File: config.mk
export PLATFORM = sky130hd
export DESIGN_NAME = exec_pc_datapath
export DESIGN_NICKNAME = d
export VERILOG_FILES = /design/src/rtl/exec_pc_datapath.sv
export SDC_FILE = /design/constraint.sdc
export NUM_CORES = 1
export LEC_CHECK = 0
export CAP_MARGIN = 20
export CORE_ASPECT_RATIO = 2
export CORE_MARGIN = 10
export CORE_UTILIZATION = 40
export DETAILED_ROUTE_END_ITERATION = 7
export PLACE_DENSITY = 0.65
export SYNTH_ARGS = -nofsm -noshare
export SYNTH_HDL_FRONTEND = slang
export SYNTH_SLANG_ARGS = --single-unit
File: constraint.sdc
create_clock -name clk -period 4.6 [get_ports clk]
set_input_delay 0.46 -clock clk [delete_from_list [all_inputs] [get_ports clk]]
set_output_delay 0.46 -clock clk [all_outputs]
set_load 0.01 [all_outputs]
File: src/rtl/exec_pc_datapath.sv
// Execute-stage datapath: 16-bit scalar ALU with NZCV flags, 8x8-bit SIMD lane unit
// with halfword histogram increment, and an enable-gated program-counter register.
module exec_pc_datapath #(
   parameter logic [15:0] PC_RESET = 16'h0000
) (
   input  logic        clk,
   input  logic        reset,
   input  logic        enable,
   input  logic [15:0] pc_in,
   output logic [15:0] pc,
   input  logic [15:0] alu_a,
   input  logic [15:0] alu_b,
   input  logic [2:0]  alu_control,
   output logic [15:0] alu_result,
   output logic [3:0]  alu_flags,
   input  logic [2:0]  lane_control,
   input  logic [63:0] lanes_in,
   input  logic [15:0] lane_src_b,
   input  logic [1:0]  lane_sel,
   output logic [63:0] lanes_result
);

   localparam logic [2:0] LANE_HINC = 3'b110;

   logic [15:0] pc_reg;
   logic [16:0] add_full;
   logic [16:0] sub_full;
   logic        carry_next;
   logic        ovf_next;
   logic [15:0] result_next;
   logic [7:0]  b8;
   logic [63:0] byte_result;
   logic [63:0] hinc_result;
   logic        unused_src_b_high;

   // ---------------- Program counter ----------------
   always_ff @(posedge clk) begin
      if (reset) begin
         pc_reg <= PC_RESET;
      end else if (enable) begin
         pc_reg <= pc_in;
      end
   end

   assign pc = pc_reg;

   // ---------------- Scalar ALU ----------------
   assign add_full = {1'b0, alu_a} + {1'b0, alu_b};
   assign sub_full = {1'b0, alu_a} - {1'b0, alu_b};

   always_comb begin
      result_next = 16'h0000;
      carry_next  = 1'b0;
      ovf_next    = 1'b0;
      case (alu_control)
         3'b000: begin
            result_next = add_full[15:0];
            carry_next  = add_full[16];
            ovf_next    = (alu_a[15] == alu_b[15]) && (add_full[15] != alu_a[15]);
         end
         3'b001: begin
            // Bit 16 of the widened difference is the borrow; carry is its inverse.
            result_next = sub_full[15:0];
            carry_next  = ~sub_full[16];
            ovf_next    = (alu_a[15] != alu_b[15]) && (sub_full[15] != alu_a[15]);
         end
         3'b010:  result_next = alu_a & alu_b;
         3'b011:  result_next = alu_a | alu_b;
         3'b100:  result_next = alu_a ^ alu_b;
         3'b101:  result_next = alu_a << alu_b[3:0];
         3'b110:  result_next = alu_a >> alu_b[3:0];
         default: result_next = alu_b;
      endcase
   end

   assign alu_result = result_next;
   assign alu_flags  = {result_next[15], (result_next == 16'h0000), carry_next, ovf_next};

   // ---------------- SIMD lanes ----------------
   assign b8 = lane_src_b[7:0];
   assign unused_src_b_high = &{1'b0, lane_src_b[15:8]};

   function automatic logic [7:0] lane_op(input logic [7:0] x, input logic [7:0] b,
                                          input logic [2:0] op);
      logic [8:0] wide_sum;
      logic [8:0] wide_diff;
      logic [7:0] r;
      wide_sum  = {1'b0, x} + {1'b0, b};
      wide_diff = {1'b0, x} - {1'b0, b};
      r = x;
      case (op)
         3'b000:  r = wide_sum[7:0];
         3'b001:  r = wide_diff[7:0];
         3'b010:  r = wide_sum[8] ? 8'hFF : wide_sum[7:0];
         3'b011:  r = wide_diff[8] ? 8'h00 : wide_diff[7:0];
         3'b100:  r = x >> b[2:0];
         3'b101:  r = x << b[2:0];
         default: r = x;
      endcase
      return r;
   endfunction

   generate
      for (genvar gi = 0; gi < 8; gi++) begin : g_byte_lane
         assign byte_result[8*gi +: 8] = lane_op(lanes_in[8*gi +: 8], b8, lane_control);
      end

      // Histogram bins: only the selected halfword increments, saturating at all-ones.
      for (genvar gi = 0; gi < 4; gi++) begin : g_hinc_bin
         assign hinc_result[16*gi +: 16] =
            ((lane_sel == gi[1:0]) && (lanes_in[16*gi +: 16] != 16'hFFFF))
               ? lanes_in[16*gi +: 16] + 16'h0001
               : lanes_in[16*gi +: 16];
      end
   endgenerate

   assign lanes_result = (lane_control == LANE_HINC) ? hinc_result : byte_result;

endmodule

==> run metrics <==
die width=161 µm; Worst Setup EP=lanes_result[62]; Post-synth EDFFs=0; M1 GR Usage=0.332; Crit Path Class=in -> out; Synth Instances=2182; Final Cycle Share=0.982; post-synthesis xor/xnor area fraction=0.0565; top_reg_cell synth=dfxtp_1; Crit path largest cell delay=between 0.5 and 0.6 ns; largest net degree at the start of global routing=between 50 and 60; syn_area_per_cell=approximately 7.3 µm²; post-synthesis simple-gate area fraction=0.186; drt pass-1 iters=6; initial antenna violation count=3; relative slew slack=0.365; core area=39400 µm²; first-pass GRT wire length=133000 µm; DRC Markers=0; flop and latch count out of synthesis=16; Routed Antenna Nets=0; cell mode on critical path=buf_4; most common cell after layout, fill and taps aside=buf_4; critical path cell sequence=clkdlybuf4s50_1, clkinvlp_4, buf_12, buf_4, ha_1, a21o_1, a21oi_1, nor2b_2, o41ai_2, buf_4, a21o_1, buf_4, o21ai_0, o22ai_1, a32oi_1, clkdlybuf4s50_1; max FFs per register=16; FFs w/ async S/R, synth=0; met3 usage=0.0630; met2 usage=0.652; Critical Path Start=lane_src_b[3]; CTS Sinks=16; Leakage Power=0.00941 µW; Compound-Gate Fraction of Synth Area=0.319; DRT iter0 DRCs=1845; vias in the first global route=21014; sequential element share of the synthesized area=0.0201; multiplexer share of the synthesized area=0.169; path category of the worst min-delay check=reg -> reg; Startpoint Class=input pin; antenna fix cells=0; fin. max-slew vios=0; crit path DAT=4.06 ns; RR Endpoint=pc[15]$_SDFFE_PP0P_; CTS tree=built; worst-margin pin slew=between 0.9 and 1 ns; HPWL after DPL=between 70000 and 80000 µm; Final Skew=0 ns; Distinct cells, synth=93; clk slew on worst S/H paths=0.05 ns; worst-skew pair later-pin latency=0.25 ns; drt total wl=between 90000 and 100000 µm; mapped cell area=16000 µm²; DR vias=20764; Post-Synth Adder-Cell Area=0.173; Layout Area Growth over Synthesis=37.1%; die area=48800 µm²; outcome=finished, final reports clean; CP Max Fanout=9; Tot Pwr=3200 µW; routability cong.=1.15; Final Hold Vio Count=0; H-tree levels=1; WP data required=4.14 ns; Register-to-Register Path Depth=2; WL per Instance=between 20 and 30 µm; Setup TNS Final=0 ns; worst vdd ir=222 µV; clk buf depth=2; nets@finish=~3000; Critical Path End Type=primary output; Initial Utilization=0.405; Max Cap Viol=0; YS warnings=0; Pwr Density=146 nW/µm²; I/O Buffers=230; endpoints failing setup=0; number of I/O pins=239; Fmax=roughly 0.22 GHz; die height=approximately 300 µm; GRT Total Usage=0.358; largest family of logic cells by synthesized area=compound AO/OA/AOI/OAI gates; Std-Cell Rows=103; hold_buf cts=0; Period minus WS final=4.52 ns; r2r setup slk=3.96 ns; most frequent cells in the layout=buf_4, clkdlybuf4s50_1, nor2_1; routed vias/inst=between 6 and 7; grt ovf=0; syn nets=2531; fraction of layout cells with a size suffix above 1=0.225; Slowest-stage cell, CP=clkdlybuf4s50_1; CTS buffer count=3; CTS Root Cell=clkbuf_16; Worst R2R Start=pc[15]$_SDFFE_PP0P_; most used routing layer=met2
## what timing repair did
action / in CTS / in global routing
pin swaps: 7 / 6
setup buffers: 2 / 3
endpoints found under the setup margin: 14 / 36
gates cloned: 0 / 0
resized for setup: 43 / 51
## worst max-delay path, delay by kind of cell
| kind | cells | cell delay [ns] |
|---|---|---|
| fa+ha+maj | 1 | 0.30 |
| buf+inv | 7 | 1.91 |
| simple gates | 1 | 0.09 |
| compound gates | 7 | 1.27 |
## cells in the mapped netlist, types with 9 or more instances
cell type | count | area (µm²)
nor3_1 | 43 | 215
a222oi_1 | 9 | 90.1
a22oi_1 | 28 | 210
a22o_1 | 10 | 87.6
mux2i_1 | 82 | 821
mux4_1 | 9 | 236
nand2b_1 | 34 | 213
a32oi_1 | 33 | 289
buf_1 | 18 | 67.6
o21a_1 | 15 | 113
a21o_1 | 53 | 398
nand2_1 | 151 | 567
or2_2 | 14 | 87.6
a21oi_1 | 203 | 1020
and2_1 | 10 | 62.6
a211oi_1 | 42 | 315
and3_1 | 11 | 68.8
nor2_1 | 207 | 777
xnor2_1 | 62 | 543
a221oi_1 | 26 | 228
mux2_2 | 25 | 282
nor2b_1 | 29 | 181
mux4_2 | 58 | 1310
o21ai_0 | 115 | 576
o31ai_1 | 12 | 90.1
o21bai_1 | 34 | 255
nand4_1 | 22 | 138
fa_1 | 18 | 360
nand3_1 | 54 | 270
inv_1 | 131 | 492
o211ai_1 | 23 | 173
o221ai_1 | 17 | 149
o22ai_1 | 21 | 131
clkbuf_1 | 118 | 443
or3_1 | 11 | 68.8
buf_2 | 18 | 90.1
xor2_1 | 41 | 359
nor4_1 | 11 | 68.8
ha_1 | 192 | 2400
dfxtp_1 | 16 | 320
a31oi_1 | 18 | 113
## per-stage QoR
stage / utilization / setup WS [ns] / instances / hold WS [ns] / cell area, µm²
after floorplan: - / 0.0204 / 2182 / 0.531 / 16000
after global placement: 0.541 / -0.523 / 3174 / 0.473 / 21300
after global routing: 0.555 / -0.0502 / 3184 / 0.523 / 21900
after CTS: 0.549 / 0.00189 / 3180 / 0.497 / 21700
final: 0.555 / 0.0817 / 3184 / 0.494 / 21900
after detailed placement: 0.541 / -0.571 / 3174 / 0.486 / 21300
## how the worst min path moves through the flow
stage	start	to	slack (ns)	depth (start not counted)
CTS	pc[2]$_SDFFE_PP0P_	pc[2]$_SDFFE_PP0P_	0.50	2
global placement	pc[9]$_SDFFE_PP0P_	pc[9]$_SDFFE_PP0P_	0.47	2
global route	pc[2]$_SDFFE_PP0P_	pc[2]$_SDFFE_PP0P_	0.52	2
floorplan	pc[0]$_SDFFE_PP0P_	pc[0]$_SDFFE_PP0P_	0.53	2
finish	pc[4]$_SDFFE_PP0P_	pc[4]$_SDFFE_PP0P_	0.49	2
detailed placement	pc[4]$_SDFFE_PP0P_	pc[4]$_SDFFE_PP0P_	0.49	2
## per-layer routing
metal	part of all wire	vias up
met5	0.00053	-
met4	0.11	6
met3	0.074	486
met2	0.51	1312
met1	0.31	9800
li1	-	9160
## final cells by class
class                           count  area (µm²)
Timing Repair Buffer              638        5480
Tap cell                          525         657
Fill cell                        3866       17600
Inverter                          136         514
Sequential cell                    16         320
Multi-Input combinational cell   1865       14800
Clock buffer                        4        88.8
## power breakdown
group,leakage (µW),internal (µW),switching (µW)
registers,0.000132,147,4.05
clock network,0.0000442,132,54.9
logic,0.00924,1300,1560
total,0.00941,1580,1620
## cell families after synthesis
kind of cell,Yosys count
simple gates,626
mux,177
fa+ha+maj,210
xor+xnor,103
buf+inv,301
flops,16
compound gates,749
Power figures use the tool's default switching activity.
